<file path="config.mk">
export PLATFORM = sky130hd
export DESIGN_NAME = buf_scan_reader
export DESIGN_NICKNAME = d
export VERILOG_FILES = /design/src/rtl/buf_scan_reader_pkg.sv /design/src/rtl/buf_scan_reader_pix_fifo.sv /design/src/rtl/buf_scan_reader.sv
export SDC_FILE = /design/constraint.sdc
export NUM_CORES = 1
export LEC_CHECK = 0
export ABC_AREA = 1
export CAP_MARGIN = 20
export CORE_AREA = 2 2 144 146
export CTS_CLUSTER_DIAMETER = 30
export CTS_CLUSTER_SIZE = 25
export DETAILED_ROUTE_END_ITERATION = 10
export DIE_AREA = 0 0 146 148
export PLACE_DENSITY = 0.64
export SYNTH_ARGS = -nofsm -noshare
export SYNTH_HDL_FRONTEND = slang
export SYNTH_SLANG_ARGS = --single-unit
</file>
<file path="constraint.sdc">
create_clock -name clk -period 2.55 [get_ports clk]
set_input_delay 0.765 -clock clk [delete_from_list [all_inputs] [get_ports clk]]
set_output_delay 0.765 -clock clk [all_outputs]
set_load 0.02 [all_outputs]
</file>
<file path="src/rtl/buf_scan_reader_pkg.sv">
// Shared display definitions: scan FSM states, buffer address width and the
// pixel word carried through the output FIFO.
package buf_scan_reader_pkg;

  localparam int unsigned ADDR_W = 20;

  typedef enum logic [1:0] {
    IDLE  = 2'd0,
    SCAN  = 2'd1,
    DRAIN = 2'd2
  } scan_state_t;

  typedef struct packed {
    logic [7:0] r;
    logic [7:0] g;
    logic [7:0] b;
    logic       sof;
    logic       eol;
    logic       eof;
  } pix_word_t;

endpackage

</file>
<file path="src/rtl/buf_scan_reader_pix_fifo.sv">
// Small synchronous FIFO with occupancy count and a flush that empties it in
// one cycle. The head word reads as zero while the FIFO is empty.
module pix_fifo #(
  parameter int unsigned WIDTH = 27,
  parameter int unsigned DEPTH = 4
) (
  input  logic                     clk,
  input  logic                     reset,
  input  logic                     flush,
  input  logic                     push,
  input  logic [WIDTH-1:0]         push_data,
  input  logic                     pop,
  output logic [WIDTH-1:0]         pop_data,
  output logic                     empty,
  output logic [$clog2(DEPTH):0]   count
);

  localparam int unsigned PTR_W = $clog2(DEPTH);
  localparam logic [PTR_W:0] FULL_COUNT = (PTR_W+1)'(DEPTH);

  logic [WIDTH-1:0] mem [DEPTH];
  logic [PTR_W-1:0] wr_ptr;
  logic [PTR_W-1:0] rd_ptr;
  logic             full;
  logic             do_push;
  logic             do_pop;

  assign empty    = (count == '0);
  assign full     = (count == FULL_COUNT);
  assign do_pop   = pop && !empty;
  assign do_push  = push && (!full || do_pop);
  assign pop_data = empty ? '0 : mem[rd_ptr];

  // Pointer and occupancy tracking; flush discards all stored words.
  always_ff @(posedge clk) begin
    if (reset || flush) begin
      wr_ptr <= '0;
      rd_ptr <= '0;
      count  <= '0;
    end else begin
      if (do_push) wr_ptr <= wr_ptr + 1'b1;
      if (do_pop)  rd_ptr <= rd_ptr + 1'b1;
      case ({do_push, do_pop})
        2'b10:   count <= count + 1'b1;
        2'b01:   count <= count - 1'b1;
        default: count <= count;
      endcase
    end
  end

  // Storage array, written only; contents need no reset.
  always_ff @(posedge clk) begin
    if (do_push && !flush) mem[wr_ptr] <= push_data;
  end

endmodule

</file>
<file path="src/rtl/buf_scan_reader.sv">
// Frame-buffer scan reader: walks the buffer in raster order, tags each pixel
// with start/end-of-line/end-of-frame flags and streams it through a skid FIFO
// under a valid/ready handshake.
module buf_scan_reader
  import buf_scan_reader_pkg::*;
#(
  parameter int unsigned H_PIXELS   = 100,
  parameter int unsigned V_LINES    = 100,
  parameter int unsigned FIFO_DEPTH = 4
) (
  input  logic              clk,
  input  logic              reset,
  input  logic              start,
  input  logic              abort,
  output logic              busy,
  output logic              done,
  output logic              rd_en,
  output logic [ADDR_W-1:0] rd_addr,
  input  logic [7:0]        rd_r,
  input  logic [7:0]        rd_g,
  input  logic [7:0]        rd_b,
  output logic              pix_valid,
  input  logic              pix_ready,
  output logic [7:0]        pix_r,
  output logic [7:0]        pix_g,
  output logic [7:0]        pix_b,
  output logic              pix_sof,
  output logic              pix_eol,
  output logic              pix_eof
);

  localparam int unsigned FRAME_PIXELS = H_PIXELS * V_LINES;
  localparam int unsigned COL_W        = $clog2(H_PIXELS + 1);
  localparam int unsigned LINE_W       = $clog2(V_LINES + 1);
  localparam int unsigned CNT_W        = $clog2(FIFO_DEPTH) + 1;

  localparam logic [ADDR_W-1:0] LAST_ADDR   = ADDR_W'(FRAME_PIXELS - 1);
  localparam logic [COL_W-1:0]  LAST_COL    = COL_W'(H_PIXELS - 1);
  localparam logic [LINE_W-1:0] LAST_LINE   = LINE_W'(V_LINES - 1);
  localparam logic [CNT_W:0]    DEPTH_LIMIT = (CNT_W+1)'(FIFO_DEPTH);

  scan_state_t state;
  scan_state_t state_next;

  logic [ADDR_W-1:0] addr;
  logic [COL_W-1:0]  col;
  logic [LINE_W-1:0] line;

  logic       issue_sof;
  logic       issue_eol;
  logic       issue_eof;
  logic       inflight;
  logic [2:0] inflight_flags;

  logic [CNT_W-1:0] fifo_count;
  logic [CNT_W:0]   occupancy;
  logic             fifo_empty;
  logic             room;
  logic             xfer;
  logic             eof_xfer;
  pix_word_t        push_word;
  pix_word_t        head_word;

  // Flags are derived from the raster counters at issue time, then carried
  // alongside the read for one cycle until the buffer data arrives.
  assign issue_sof = (addr == '0);
  assign issue_eol = (col == LAST_COL);
  assign issue_eof = issue_eol && (line == LAST_LINE);

  // Words already in the FIFO plus the read still in flight must leave a slot.
  assign occupancy = {1'b0, fifo_count} + {{CNT_W{1'b0}}, inflight};
  assign room      = (occupancy < DEPTH_LIMIT);

  assign pix_valid = !fifo_empty;
  assign xfer      = pix_valid && pix_ready;
  assign eof_xfer  = xfer && head_word.eof;

  assign rd_addr = addr;
  assign pix_r   = head_word.r;
  assign pix_g   = head_word.g;
  assign pix_b   = head_word.b;
  assign pix_sof = head_word.sof;
  assign pix_eol = head_word.eol;
  assign pix_eof = head_word.eof;

  assign push_word = '{r: rd_r, g: rd_g, b: rd_b,
                       sof: inflight_flags[2], eol: inflight_flags[1],
                       eof: inflight_flags[0]};

  pix_fifo #(
    .WIDTH ($bits(pix_word_t)),
    .DEPTH (FIFO_DEPTH)
  ) u_fifo (
    .clk       (clk),
    .reset     (reset),
    .flush     (abort && busy),
    .push      (inflight),
    .push_data (push_word),
    .pop       (xfer),
    .pop_data  (head_word),
    .empty     (fifo_empty),
    .count     (fifo_count)
  );

  // State register.
  always_ff @(posedge clk) begin
    if (reset) state <= IDLE;
    else       state <= state_next;
  end

  // Next-state logic; abort outranks start and frame completion.
  always_comb begin
    state_next = state;
    case (state)
      IDLE:    if (start && !abort) state_next = SCAN;
      SCAN:    if (abort) state_next = IDLE;
               else if (rd_en && (addr == LAST_ADDR)) state_next = DRAIN;
      DRAIN:   if (abort || eof_xfer) state_next = IDLE;
      default: state_next = IDLE;
    endcase
  end

  // FSM outputs: busy flag and flow-controlled read enable.
  always_comb begin
    busy  = (state != IDLE);
    rd_en = (state == SCAN) && !abort && room;
  end

  // Raster address, column and line counters; cleared whenever the scan ends.
  always_ff @(posedge clk) begin
    if (reset || state_next == IDLE) begin
      addr <= '0;
      col  <= '0;
      line <= '0;
    end else if (rd_en) begin
      addr <= addr + 1'b1;
      if (col == LAST_COL) begin
        col  <= '0;
        line <= line + 1'b1;
      end else begin
        col <= col + 1'b1;
      end
    end
  end

  // In-flight read tracking and the done strobe.
  always_ff @(posedge clk) begin
    if (reset) begin
      inflight       <= 1'b0;
      inflight_flags <= '0;
      done           <= 1'b0;
    end else begin
      inflight       <= rd_en;
      inflight_flags <= rd_en ? {issue_sof, issue_eol, issue_eof} : 3'b000;
      done           <= (state == DRAIN) && eof_xfer && !abort;
    end
  end

endmodule

</file>
# ---- Yosys cells after proc, flatten, opt, wreduce, memory -nomap -nowiden
# Memory sizes are Yosys's and may differ from the RTL's. A register that Yosys moved wholly into a read port is not among the register bits.
# Cells that the tools add are included.
dict set report op_classes {
  n_addsub 8
  magnitude_cmp 1
  n_eq_ne 8
  n_mux 12
  bitwise 1
  n_reduce_logical 29
}
# operator count
set ops {}
lappend ops {{two-way mux 27 bit} 1}
lappend ops {{adder 20 x 1 -> 20 bit, second input constant} 1}
lappend ops {{equality test 20 x 14 -> 1 bit, second input constant} 1}
lappend ops {{logical NOT 20 bit} 1}
lappend ops {{adder 7 x 1 -> 7 bit, second input constant} 2}
lappend ops {{equality test 7 bit, second input constant} 2}
lappend ops {{logical AND 1 bit} 13}
lappend ops {{two-way mux 2 bit} 6}
lappend ops {{two-way mux 7 bit} 1}
lappend ops {{one-hot mux 2 bit (3 select lines)} 1}
lappend ops {{one-hot mux 3 bit (2 select lines)} 1}
lappend ops {{adder 2 x 1 -> 2 bit, second input constant} 2}
lappend ops {{adder 3 x 1 -> 4 bit} 1}
lappend ops {{equality test 2 x 1 -> 1 bit, second input constant} 2}
lappend ops {{equality test 2 bit, second input constant} 2}
lappend ops {{logical NOT 1 bit} 4}
lappend ops {{logical NOT 2 bit} 2}
lappend ops {{logical OR 1 bit} 4}
lappend ops {{< comparator 4 x 3 -> 1 bit, second input constant} 1}
lappend ops {{nonzero test 2 bit} 2}
lappend ops {{adder 3 x 1 -> 3 bit, second input constant} 1}
lappend ops {{equality test 3 bit, second input constant} 1}
lappend ops {{logical NOT 3 bit} 1}
lappend ops {{subtractor 3 x 1 -> 3 bit, second input constant} 1}
lappend ops {{other kinds (4)} 5}
dict set report totals {
  ff_bits 48
  mem_bits_rw 108
  in_bits 29
  output_inout_bits 51
  wordCells 70
  mem_count 1
}
# memory words width read_ports rd_clocked_by_memory_dff write_ports line
set memory_table {}
lappend memory_table {u_fifo.mem 4 27 1 1 1 buf_scan_reader_pix_fifo.sv:21} ;# logic [WIDTH-1:0] mem [DEPTH];

# ---- Logic depth before layout (Yosys ltp)
# Gate-level depths: netlist (run 1).
dict set report depth {
  depth_word 9
  mapped_depth 11
}

# ---- Modules after synthesis
# A second synthesis (run 1) with hierarchy kept.
dict set report unflattened {
  hier_cells 738
  area_unflattened_um2 7013.0
}
# mod n_inst cells_per_inst area_per_inst_um2 seq_area_each_um2
set modules_own_cells {}
lappend modules_own_cells {pix_fifo 1 385 4674.5 3423.3}
lappend modules_own_cells {buf_scan_reader 1 353 2338.5 820.8}

# ---- Worst setup path after synthesis (run 1)
# OpenSTA, ideal clock, no wires.
dict set report synth_path {
  path_type {input to register}
  startpoint {input pix_ready}
  endpoint {memory u_fifo.mem[0][0] (enable)}
  setup_ps 411
  arrival_ps 2338
  required_ps 2139
  slack_ps -199
  stages 5
  path_buffers 0
  path_cell_list {inv_1 > nand2_1 > o21a_1 > o21ai_0 > nor2_1}
}
dict set report synth_between {
  elab_chain_cells 7
}
# element line
set synth_lines {}
lappend synth_lines {{from (decl)} buf_scan_reader.sv:23} ;# input logic pix_ready,
lappend synth_lines {{logical AND 1 bit} buf_scan_reader.sv:75} ;# assign xfer = pix_valid && pix_ready;
lappend synth_lines {{logical AND 1 bit} buf_scan_reader_pix_fifo.sv:30} ;# assign do_pop = pop && !empty;
lappend synth_lines {{logical OR 1 bit} buf_scan_reader_pix_fifo.sv:31} ;# assign do_push = push && (!full || do_pop);
lappend synth_lines {{logical AND 1 bit} buf_scan_reader_pix_fifo.sv:31}
lappend synth_lines {{logical AND 1 bit} buf_scan_reader_pix_fifo.sv:53} ;# if (do_push && !flush) mem[wr_ptr] <= push_data;
lappend synth_lines {{two-way mux 1 bit} buf_scan_reader_pix_fifo.sv:53}
lappend synth_lines {{two-way mux 1 bit (implied by the code)} buf_scan_reader_pix_fifo.sv:53}
lappend synth_lines {{to (decl)} buf_scan_reader_pix_fifo.sv:21}
# No other way between the ends.

==> results of run 1 <==
[layout by cell type (no fill, tap or decap), types with 6 or more instances in the layout]
| master | instances |
|---|---|
| sky130_fd_sc_hd__buf_4 | 31 |
| sky130_fd_sc_hd__xor2_1 | 12 |
| sky130_fd_sc_hd__clkdlybuf4s50_1 | 49 |
| sky130_fd_sc_hd__a21oi_1 | 40 |
| sky130_fd_sc_hd__nor2_2 | 37 |
| sky130_fd_sc_hd__nand2_1 | 88 |
| sky130_fd_sc_hd__nand4_1 | 9 |
| sky130_fd_sc_hd__dfxtp_1 | 47 |
| sky130_fd_sc_hd__xnor2_1 | 6 |
| sky130_fd_sc_hd__buf_2 | 8 |
| sky130_fd_sc_hd__inv_1 | 62 |
| sky130_fd_sc_hd__buf_12 | 13 |
| sky130_fd_sc_hd__nand3_1 | 26 |
| sky130_fd_sc_hd__clkbuf_16 | 19 |
| sky130_fd_sc_hd__clkbuf_2 | 14 |
| sky130_fd_sc_hd__ha_1 | 9 |
| sky130_fd_sc_hd__edfxtp_1 | 108 |
| sky130_fd_sc_hd__o21ai_0 | 62 |
| sky130_fd_sc_hd__nor2_1 | 147 |
[power by group through the flow]
stage	sequential (uW)	clock [uW]	combinational (uW)
6_report	2750	2610	275
5_1_grt	2750	2780	301
4_1_cts	2750	2660	272
3_5_place_dp	2810	0	281
3_3_place_gp	2810	0	278
2_1_floorplan	2800	0	123
[through the flow]
stage               setup TNS, ns  cell area [um2]
floorplan                  -21.48             6920
global placement           -0.608             8410
detailed placement         -0.668             8410
CTS                             0             8990
global route              -0.0242             8980
finish                          0             8980
[final cells by class]
type / count / area (um2) / area share
inverter: 67 / 251 / 0.0280
clock buffer: 17 / 425 / 0.0474
timing repair buffer: 122 / 1200 / 0.133
sequential: 158 / 4250 / 0.474
multi-input combinational: 467 / 2330 / 0.259
clock inverter: 15 / 188 / 0.0209
tap: 270 / 338 / 0.0376
[routing by layer]
layer / up-vias / GRT usage / share of wire
met5: - / 0 / 0
met4: 0 / 0.0432 / 0.010
met3: 18 / 0.0389 / 0.053
met2: 132 / 0.234 / 0.46
met1: 2390 / 0.191 / 0.47
li1: 2609 / - / -
[logic make-up (layout without fill, tap and decap cells)]
kind of cell | Yosys count | in the layout | share of synthesized area
AO/OA/AOI/OAI | 111 | 111 | 0.0824
AND/OR/NAND/NOR | 328 | 328 | 0.208
adder cells (fa/ha/maj) | 10 | 10 | 0.0192
flip-flops | 158 | 158 | 0.613
buffers and inverters | 92 | 221 | 0.0550
XOR/XNOR | 18 | 18 | 0.0228
[Yosys cell counts (2+ instances only)]
library cell               number  area share
sky130_fd_sc_hd__nor3_2         2      0.0029
sky130_fd_sc_hd__nor2_2        33       0.030
sky130_fd_sc_hd__buf_6          3      0.0049
sky130_fd_sc_hd__xor2_1        12       0.015
sky130_fd_sc_hd__inv_1         62       0.034
sky130_fd_sc_hd__buf_1          3      0.0016
sky130_fd_sc_hd__o21bai_1       2      0.0022
sky130_fd_sc_hd__clkbuf_1      13      0.0071
sky130_fd_sc_hd__ha_1           9       0.016
sky130_fd_sc_hd__o21ai_0       63       0.046
sky130_fd_sc_hd__buf_4          2      0.0022
sky130_fd_sc_hd__buf_2          4      0.0029
sky130_fd_sc_hd__xnor2_1        6      0.0076
sky130_fd_sc_hd__nor3_1         4      0.0029
sky130_fd_sc_hd__nand2_2        3      0.0027
sky130_fd_sc_hd__inv_2          5      0.0027
sky130_fd_sc_hd__o21a_1         2      0.0022
sky130_fd_sc_hd__nor2_1       152       0.082
sky130_fd_sc_hd__edfxtp_1     108        0.47
sky130_fd_sc_hd__dfxtp_1       50        0.14
sky130_fd_sc_hd__nor4_1         4      0.0036
sky130_fd_sc_hd__a21oi_1       41       0.030
sky130_fd_sc_hd__nand4_1        9      0.0081
sky130_fd_sc_hd__nand2_1       88       0.048
sky130_fd_sc_hd__nand3_1       26       0.019
[what timing repair did]
action	4_1_cts	5_1_grt
resized for setup	63	43
pin swaps	5	5
endpoints found under the setup margin	29	26
buffers inserted	0	0
hold buffers	0	0
cloned	0	2
[worst max-delay path: cells and delay by family, from the launching register on]
kind            cells  cell delay, ns
buf+inv             3            0.62
compound gates      2            0.28
flops               1            0.38
[state kept, by name (all words and copies together), names as in the netlist, named ones only]
| signal | count |
|---|---|
| u_fifo.rd_ptr | 2 |
| col | 7 |
| rd_addr | 20 |
| inflight | 1 |
| u_fifo.wr_ptr | 2 |
| inflight_flags | 3 |
| u_fifo.mem | 108 |
| state | 2 |
| line | 7 |
| u_fifo.count | 3 |
| done | 1 |
[worst max path at each step]
stage,to,slack (ns),depth (start not counted)
after floorplan,u_fifo.mem[0][0]$_DFFE_PP_,-0.20,5
after CTS,pix_g[5],0.003,6
final,pix_r[2],0.07,5
after detailed placement,rd_en,-0.44,7
after global routing,pix_g[6],-0.02,5
after global placement,rd_en,-0.44,7
==> results.txt, run 1 <==
The flow ran to the end, and the final reports show no timing, DRC or antenna violations. The clock transition at the registers of the reported paths is 0.06 ns. The leakage power total came out at 0.00328 uW. The final count of pins violating max slew was 0.

In this run the worst hold path is classified as flop to flop. The final cycle utilization of the critical path came out at 0.971. The signed area change from the synthesized netlist to the final layout is 29.7%. The number of buffers on the longest clock path came out at 2.

The floorplan step set the die height to approximately 150 um. In this run the critical register-to-register path is launched from u_fifo.count[1]$_SDFFE_PP0P_. The die outline width is approximately 150 um. The total clock buffers created by CTS is 17. The tightest hold margin is roughly 0.47 ns. The half-perimeter wire length after detailed placement is roughly 10000 um. The maximum cell stage delay along the critical path is 0.38 ns. Summed over all nets, the switching power comes to roughly 1200 uW. The number of filler instances in the final layout came out at 1970. The worst slack after detailed placement came out at -0.442 ns. In this run the register-to-register setup slack is 0.53 ns. The portion of the post-synthesis area used by sequential elements came out at 0.613.

Entering global routing, the biggest net connects slightly above 40 pins. The total power per unit cell area is between 600 and 700 nW/um2. The total number of vias came out at between 5000 and 6000.

The worst setup path is of the flop to output pin kind. For the worst setup path, the data arrival time is between 1.5 and 2 ns. The worst setup path is captured at an output pin.

The number of antenna violations at the first check in global routing is 0. In this run the clock root is driven by a sky130_fd_sc_hd__clkbuf_16. The yosys synthesis warning count came out at 0. In the routed design, unresolved DRC markers number 0. On the critical path, the stage with the largest delay is an instance of sky130_fd_sc_hd__dfxtp_4. The number of nets in the layout is ~870.

The first global-routing pass estimated 24500 um of wire. The number of enable-type register cells in the synthesized netlist is roughly 110. The count of cells in the finished layout, fillers not included, comes to 1116. The iteration count of the initial detailed-routing pass came out at 6. The signal on the critical path passes through inv_2 -> buf_12 -> o21ai_0 -> a21oi_1 -> clkdlybuf4s15_2.

The share of total power in combinational logic is 0.049. The antenna violation net count after detailed routing came out at 0. In the final routed layout, each cell accounts on average for approximately 14 um.

The global-route congestion overflow total is 0. Setup repair after global routing could not meet its margin everywhere. The core utilization of the finished layout came out at 0.448. The final critical delay including setup and external delays came out at ~2.5 ns. The clock reaches the later pin of the worst-skew pair after 0.43 ns.

The clock tree from TritonCTS is yes. The count of maximum capacitance violations came out at 0. The instance count of the mapped netlist came out at 717.

The aggregate global-route resource usage is 0.145. The peak supply drop is between 0.4 and 0.5 mV. The worst setup path is launched from a flop. The clock power share is 0.463.

For the worst setup path, the data required time is about 1.8 ns. Of the total power, registers draw 0.488. The hold-critical path depth came out at 2. The first routing iteration left 240 violations.

The total power of the final layout is 5630 uW. The count of pins on the block boundary is 80. The highest achievable clock rate came out at ~400 MHz. The final number of setup-violating endpoints came out at 0. For this configuration, the core starts out at a cell density of 0.345. The antenna cell count is 0. The number of nets handed over by synthesis was around 760.

The cell total after placement is about 1100. The worst register-to-register path ends at u_fifo.count[2]$_SDFFE_PP0P_. Of the total power, the share spent switching nets is 0.216. The total area inside the core boundary comes to roughly 20000 um2. The worst-path maximum fanout is 20. The total length of routed wires came out at 15700 um.

The die covers 21600 um2. The internal power contribution came out at about 4400 uW. The most used flip-flop cell after synthesis is sky130_fd_sc_hd__edfxtp_1.

Counting every sink on the clock net gives around 160. In this run the number of H-tree levels came out at 4. The share of final-layout standard cells stronger than drive strength 1 is 0.187. The number of vias per cell after detailed routing came out at 4.61.

The final number of hold-violating endpoints came out at 0. The number of flip-flops and latches in the synthesized netlist is 158. The fraction of synthesis flops using an asynchronous set or reset pin is 0. The setup clock skew after layout came out at approximately 0.018 ns.

The worst max-slew margin expressed relative to the limit came out at 0.730. The slack of the critical path came out at about 0.074 ns. The transition time at the pin with the least slew margin came out at 0.405 ns.

The number of buffers added on ports came out at slightly below 80. The floorplan has 52 rows. The startpoint identified for the worst hold timing path is u_fifo.rd_ptr[1]$_SDFFE_PP0P_.

The congestion estimate from routability-driven global placement came to about 0.85. A synthesized cell averages around 9.7 um2. The via count of the first global-routing pass was 4783. The synthesized netlist occupies a cell area of between 6000 and 7000 um2. The logic depth of the worst register-to-register path is 12. The unique cell type count in the Yosys netlist is 36.
No activity file was read; power rests on OpenSTA's default activity.
==> inputs of run 2 (changes only) <==
--- a/config.mk
+++ b/config.mk
@@ -12,7 +12,9 @@
 export CTS_CLUSTER_SIZE = 25
 export DETAILED_ROUTE_END_ITERATION = 10
 export DIE_AREA = 0 0 146 148
-export PLACE_DENSITY = 0.64
+export DONT_BUFFER_PORTS = 1
+export HOLD_SLACK_MARGIN = 0.06
+export PLACE_DENSITY = 0.58
 export SYNTH_ARGS = -nofsm -noshare
 export SYNTH_HDL_FRONTEND = slang
 export SYNTH_SLANG_ARGS = --single-unit
==> run 2 against run 1 <==
Sequential power about the same. Total power down 1.9%. Final area down 8.2%. Non-clock buffer count down 75. Worst hold slack worse by 0.060 ns. Fmax up 2.8%. Clock skew down 0.0063 ns. Sequential share of layout area up 4.2 points. Global-route usage down 0.59 points. Largest power group unchanged. Wire length down 5.9%.
==> results.txt, run 2 (synthesized netlist as in run 1, its figures left out) <==
The arrival time at the worst endpoint is between 1.5 and 2 ns. The final number of setup-violating endpoints is 0. The number of clock sinks seen by CTS came out at 158. The hold-critical path depth is 1. The total number of vias came out at 4762.

The floorplan step defined a die boundary enclosing 21600 um2. The number of antenna violations at the first check in global routing came out at 0. The iteration count of the initial detailed-routing pass came out at 4.

The number of setup buffers added after CTS came out at 0. Compared with the post-synthesis result, the final layout area differs by 19.1%. 0 antenna diodes ended up in the layout. The antenna violation net count after detailed routing came out at 0. At the end of routability-driven placement, the weighted congestion stood at approximately 0.8. The number of vias per cell after detailed routing is ~4.6. The peak supply drop came out at approximately 0.47 mV. The logic depth of the worst register-to-register path is 9. The element type at the critical path end is an output pin. Once placement finished, the instance area stood at 7560 um2. The setup clock skew after layout came out at ~0.011 ns. Along the worst path, the maximum fanout reaches 11. The buffers plus inverters on the worst setup path is 2. The worst flop-to-flop path endpoint is rd_addr[19]$_SDFFE_PP0P_. The filler cells instantiated in the layout total approximately 2000. The path with the worst hold slack has its endpoint at state[0]$_SDFF_PP0_. The library cell used most frequently in the layout, excluding fill and tap cells, is sky130_fd_sc_hd__nor2_1. The aggregate global-route resource usage is 0.139. The transition time at the pin with the least slew margin is 0.761 ns. The startpoint identified for the worst hold timing path is reset. The clock network latency to the later pin of the worst-skew pair came out at ~0.42 ns. The required time of the critical path came out at 1.79 ns.

The final cell area excluding filler cells is 8240 um2. The final critical delay including setup and external delays is between 2 and 2.5 ns. The via count of the first global-routing pass came out at between 4000 and 5000. The kind of cell with the highest combined delay along the critical path is flip-flops. The placement row count came out at between 50 and 60.

The number of buffers on the longest clock path came out at 2. The count of maximum capacitance violations is 0. The clock transition at the registers of the reported paths came out at ~0.060 ns. Walking the worst path, the cells encountered are buf_12 -> nor2_1 -> nor2_1 -> o21ai_0 -> a21oi_1 -> buf_4. In this run the power density over the cells is roughly 670 nW/um2.

The total clock buffers created by CTS is 17. Hold timing on the final database bottoms out at a slack of 0.409 ns. The wire length of the first global-routing pass is about 23000 um. Of the available clock period, the critical path in the final layout requires 0.944. At the placement stage, the worst setup path has a slack of between 0.15 and 0.2 ns. In this run the worst hold path is classified as primary input to flop. The area of the core region came out at between 20000 and 25000 um2. By startpoint and endpoint, the worst setup path is classified as flop to output pin. TritonCTS built the clock tree.

The die is between 100 and 150 um wide. The die extent in y came out at ~150 um. The run finished with clean final reports. The worst setup path is launched from a flop. The number of buffers added to fix hold violations after cts came out at 0. The half-perimeter wire length after detailed placement is slightly below 9000 um. The initial standard-cell utilization of the core came out at 0.345. 80 I/O pins were placed.

The leakage power total came out at ~0.0029 uW. The number of flip-flops in the largest register came out at 108. The clock tree synthesis step divided the H-tree into 4 levels. The library cells used most frequently in the layout, excluding fill and tap cells, are 147 x sky130_fd_sc_hd__nor2_1, 108 x sky130_fd_sc_hd__edfxtp_1, 88 x sky130_fd_sc_hd__nand2_1, 63 x sky130_fd_sc_hd__o21ai_0, 62 x sky130_fd_sc_hd__inv_1. Entering global routing, the biggest net connects 49 pins.

The share of final-layout standard cells stronger than drive strength 1 is 0.170. Static timing analysis puts the maximum clock frequency at 415 MHz. The slowest stage of the critical path is the sky130_fd_sc_hd__dfxtp_4 cell. Among the stages of the critical path, the cell type that occurs most often is sky130_fd_sc_hd__nor2_1. In the routed design, unresolved DRC markers number 0.

For this run, the slowest stage of the critical path takes about 0.43 ns. The initial DRC count came out at between 200 and 300. The number of buffers added on ports is 0. For this run, the post-layout net count is 797.

The library cell used as clock root buffer is sky130_fd_sc_hd__clkbuf_16. After global routing the overflow that remains totals 0. The largest register by flop count is u_fifo.mem. Setup repair after global routing left no endpoint under its margin. The final count of pins violating max slew is 0.

The register-to-register setup slack came out at 0.48 ns. The mean routed wirelength per cell is roughly 14 um. After layout, the worst setup slack is about 0.14 ns.

The final number of hold-violating endpoints came out at 0. After detailed routing, the total wire length is approximately 15000 um. The worst max-slew margin expressed relative to the limit came out at 0.487.
[run 2: how the worst max path moves through the flow]
stage	start	to	slack (ns)	cells after the start
finish	flop	pix_eol	0.14	6
global route	flop	pix_eol	0.009	6
CTS	flop	pix_eol	0.04	6
detailed placement	pix_ready	u_fifo.count[2]$_SDFFE_PP0P_	0.19	11
global placement	pix_ready	u_fifo.count[2]$_SDFFE_PP0P_	0.22	11
floorplan	pix_ready	u_fifo.mem[0][0]$_DFFE_PP_	-0.20	5
[run 2: layout make-up]
type / instances / area, um2 / share of cell area
Sequential cell: 158 / 4250 / 0.515
Clock buffer: 18 / 429 / 0.0521
Tap cell: 270 / 338 / 0.0410
Multi-Input combinational cell: 467 / 2310 / 0.280
Clock inverter: 14 / 170 / 0.0206
Inverter: 67 / 256 / 0.0311
Timing Repair Buffer: 47 / 493 / 0.0598
[run 2: report_power, final]
part           switching [uW]  internal [uW]
Clock                    1100           1480
Combinational             125           64.9
Sequential               8.28           2740
[run 2: per-stage QoR]
step,std cells,setup TNS (ns),util,power [uW]
after global placement,1006,0,0.377,2990
after CTS,1038,0,0.407,5570
final,1041,0,0.411,5530
after global routing,1041,0,0.411,5710
after floorplan,717,-21.48,-,2930
after detailed placement,1006,0,0.377,2990
[run 2: metal layers]
layer | vias up | share of wire | routed length, um | GRT usage
met5 | - | 0 | 0 | 0
met4 | 0 | 0.0076 | 112 | 0.0393
met3 | 6 | 0.063 | 927 | 0.0475
met2 | 110 | 0.48 | 7090 | 0.234
met1 | 2188 | 0.45 | 6620 | 0.170
li1 | 2458 | - | - | -
[run 2: what timing repair did]
action                     in CTS  in global routing
hold endpoints to repair        0                  0
resized for setup               0                  4
setup endpoints to repair       0                  9
==> inputs of run 3 (changes only) <==
--- a/config.mk
+++ b/config.mk
@@ -15,6 +15,7 @@
 export DONT_BUFFER_PORTS = 1
 export HOLD_SLACK_MARGIN = 0.06
 export PLACE_DENSITY = 0.58
+export SETUP_SLACK_MARGIN = 0.3
 export SYNTH_ARGS = -nofsm -noshare
 export SYNTH_HDL_FRONTEND = slang
 export SYNTH_SLANG_ARGS = --single-unit
==> run 3 against run 2 <==
Sequential share of layout area shrank 2.2 points. First-iteration DRC count increased by 4.2%. Non-clock buffer count grew 16. Setup slack got worse by 0.081 ns.
==> results.txt, run 3 (synthesized netlist as in run 1, its figures left out) <==
The antenna violation net count after detailed routing came out at 0. STA classifies the critical path startpoint as a flop. The path with the worst hold slack has its endpoint at state[0]$_SDFF_PP0_. The startpoint of the worst-slack reg-to-reg timing path is u_fifo.count[2]$_SDFFE_PP0P_. Dividing the detail-routed wire length by the instance count gives roughly 15 um.

The final count of pins violating max slew came to 0. The H-tree was split into 4 levels. The count of maximum capacitance violations is 0. The arrival time at the worst endpoint came out at 1.72 ns. The flow ran to the end, and the final reports show no timing, DRC or antenna violations. The half-perimeter wire length after detailed placement came out at roughly 9200 um. The number of antenna diodes in the final layout is 0. The slack of the critical path is around 0.060 ns. In the layout the commonest cells are 137 x sky130_fd_sc_hd__nor2_1, 108 x sky130_fd_sc_hd__edfxtp_1, 87 x sky130_fd_sc_hd__nand2_1, 62 x sky130_fd_sc_hd__inv_1, 48 x sky130_fd_sc_hd__dfxtp_1. The number of filler instances in the final layout is ~1900. The final critical delay including setup and external delays is about 2.5 ns. The post-route DRC violation count is 0. The highest achievable clock rate is ~400 MHz. The die extent in y came out at 148 um.

The cell total after placement is a little over 1000. The initial DRC count is 298. Leaving out fill and tap cells, the most frequent cell in the layout is sky130_fd_sc_hd__nor2_1.

The logic depth of the worst register-to-register path is 10. The die outline width came out at around 150 um. The setup TNS is 0 ns. Setup violations remaining at the end of the flow were counted as 0. The endpoint identified for the worst register-to-register timing path is u_fifo.count[2]$_SDFFE_PP0P_. The number of buffers on the longest clock path came out at 2. The global-route congestion overflow total came out at 0. The worst max-slew margin expressed relative to the limit is 0.537. At the later pin of the worst-skew pair, clock insertion delay measures 0.43 ns. The aggregate global-route resource usage came out at 0.139.

The total power per unit cell area is 658 nW/um2. The via count of the first global-routing pass came out at about 4600. The combined flip-flop and latch cell area is approximately 4300 um2. The register-to-register setup slack came out at approximately 0.56 ns. The total number of vias came out at approximately 5000. The number of buffers added on ports is 0. Across the routed clock network, the largest skew measured is 0.00879 ns.

The clock tree from TritonCTS is yes. The hold-critical path depth is 1. The root buffer cell chosen for the clock tree is sky130_fd_sc_hd__clkbuf_16. 80 I/O pins were placed. The number of antenna violations at the first check in global routing came out at 0. The iteration count of the initial detailed-routing pass is 4. Before CTS, the worst setup slack after placement is roughly 0.22 ns. The number of standard cells in the final layout excluding fillers came out at 1057. The die area is roughly 22000 um2.

For this configuration, the core starts out at a cell density of 0.345. The worst-path maximum fanout came out at 12. The number of flip-flops in the largest register came out at ~110. Hold repair after CTS inserted 0 buffers. Summing all multi-input logic gate instances after layout gives around 2400 um2. The largest net degree at the start of global routing came out at 29. Of the cells placed in the final design, the portion with a size suffix greater than 1 is 0.212. The signed area change from the synthesized netlist to the final layout is 24.6%. Clock-pin slew was measured on the worst setup and hold paths at approximately 0.07 ns. The worst hold path begins at reset. For this block, the routed nets add up to roughly 16000 um of wire.

The classification of the worst-slack hold path is primary input to flop. The final number of hold-violating endpoints came out at 0. The number of nets in the layout came out at roughly 810.

The required time of the critical path came out at ~1.8 ns. Setup repair after global routing could not meet its margin everywhere. The total clock buffers created by CTS came out at 17.

Counting flops per register, the top entry is u_fifo.mem. The transition time at the pin with the least slew margin is around 0.7 ns. Dividing the detail-routed via count by the number of cells gives between 4 and 5. The number of clock sinks seen by CTS came out at between 150 and 200. The global placer's final weighted congestion came out at 0.827. VDD sags by at most ~0.49 mV.

The area of the core region came out at 20000 um2. The first global-routing pass estimated 23500 um of wire. The leakage power total came out at 0.00309 uW. The worst setup path is of the flop to output pin kind. Dividing the final minimum period by the clock period gives 0.976. The element type at the critical path end is an output pin. The placement row count came out at 52.
-- run 3: worst max-delay path by stage --
| stage | from | to | slack, ns |
|---|---|---|---|
| 6_report | flop | pix_r[5] | 0.06 |
| 4_1_cts | flop | pix_b[2] | 0.13 |
| 3_3_place_gp | pix_ready | u_fifo.count[2]$_SDFFE_PP0P_ | 0.23 |
| 3_5_place_dp | pix_ready | u_fifo.count[2]$_SDFFE_PP0P_ | 0.22 |
| 5_1_grt | flop | pix_g[2] | 0.01 |
| 2_1_floorplan | pix_ready | u_fifo.mem[0][0]$_DFFE_PP_ | 0.15 |
-- run 3: area by class of cell --
class | instances | area share
sequential | 158 | 0.493
multi-input combinational | 467 | 0.278
timing repair buffer | 63 | 0.0876
clock buffer | 17 | 0.0493
tap | 270 | 0.0392
inverter | 67 | 0.0300
clock inverter | 15 | 0.0231
-- run 3: repair_timing --
item / in CTS / in global routing
setup buffers: 1 / 7
pin swaps: 5 / 20
resized for setup: 20 / 56
setup endpoints to repair: 28 / 30
gates cloned: 1 / 9
-- run 3: through the flow --
stage / hold WS (ns) / total power (uW) / utilization / cell area (um2)
after global routing: 0.369 / 5860 / 0.430 / 8620
after global placement: 0.460 / 2980 / 0.376 / 7540
after floorplan: 0.436 / 2930 / - / 6930
after CTS: 0.370 / 5690 / 0.412 / 8270
final: 0.393 / 5670 / 0.430 / 8620
after detailed placement: 0.463 / 2990 / 0.376 / 7540
-- run 3: worst max-delay path, stage by stage, from the launching register on --
cell and delay (ns):
sky130_fd_sc_hd__dfxtp_4 0.36, sky130_fd_sc_hd__buf_12 0.15, sky130_fd_sc_hd__inv_8 0.11, sky130_fd_sc_hd__buf_12 0.15
sky130_fd_sc_hd__o21ai_0 0.10, sky130_fd_sc_hd__a21oi_1 0.23, sky130_fd_sc_hd__buf_4 0.19
-- run 3: metal layers --
layer / global-route usage / up-vias / routed length [um]
met2: 0.233 / 118 / 7760
met4: 0.0379 / 0 / 121
met5: 0 / - / 0
li1: - / 2492 / -
met3: 0.0580 / 9 / 1230
met1: 0.166 / 2303 / 6550
-- run 3: power by group --
group | internal [uW] | switching (uW) | total, uW
logic | 93.5 | 143 | 236
clock network | 1580 | 1110 | 2690
registers | 2740 | 6.77 | 2750
total | 4420 | 1260 | 5670
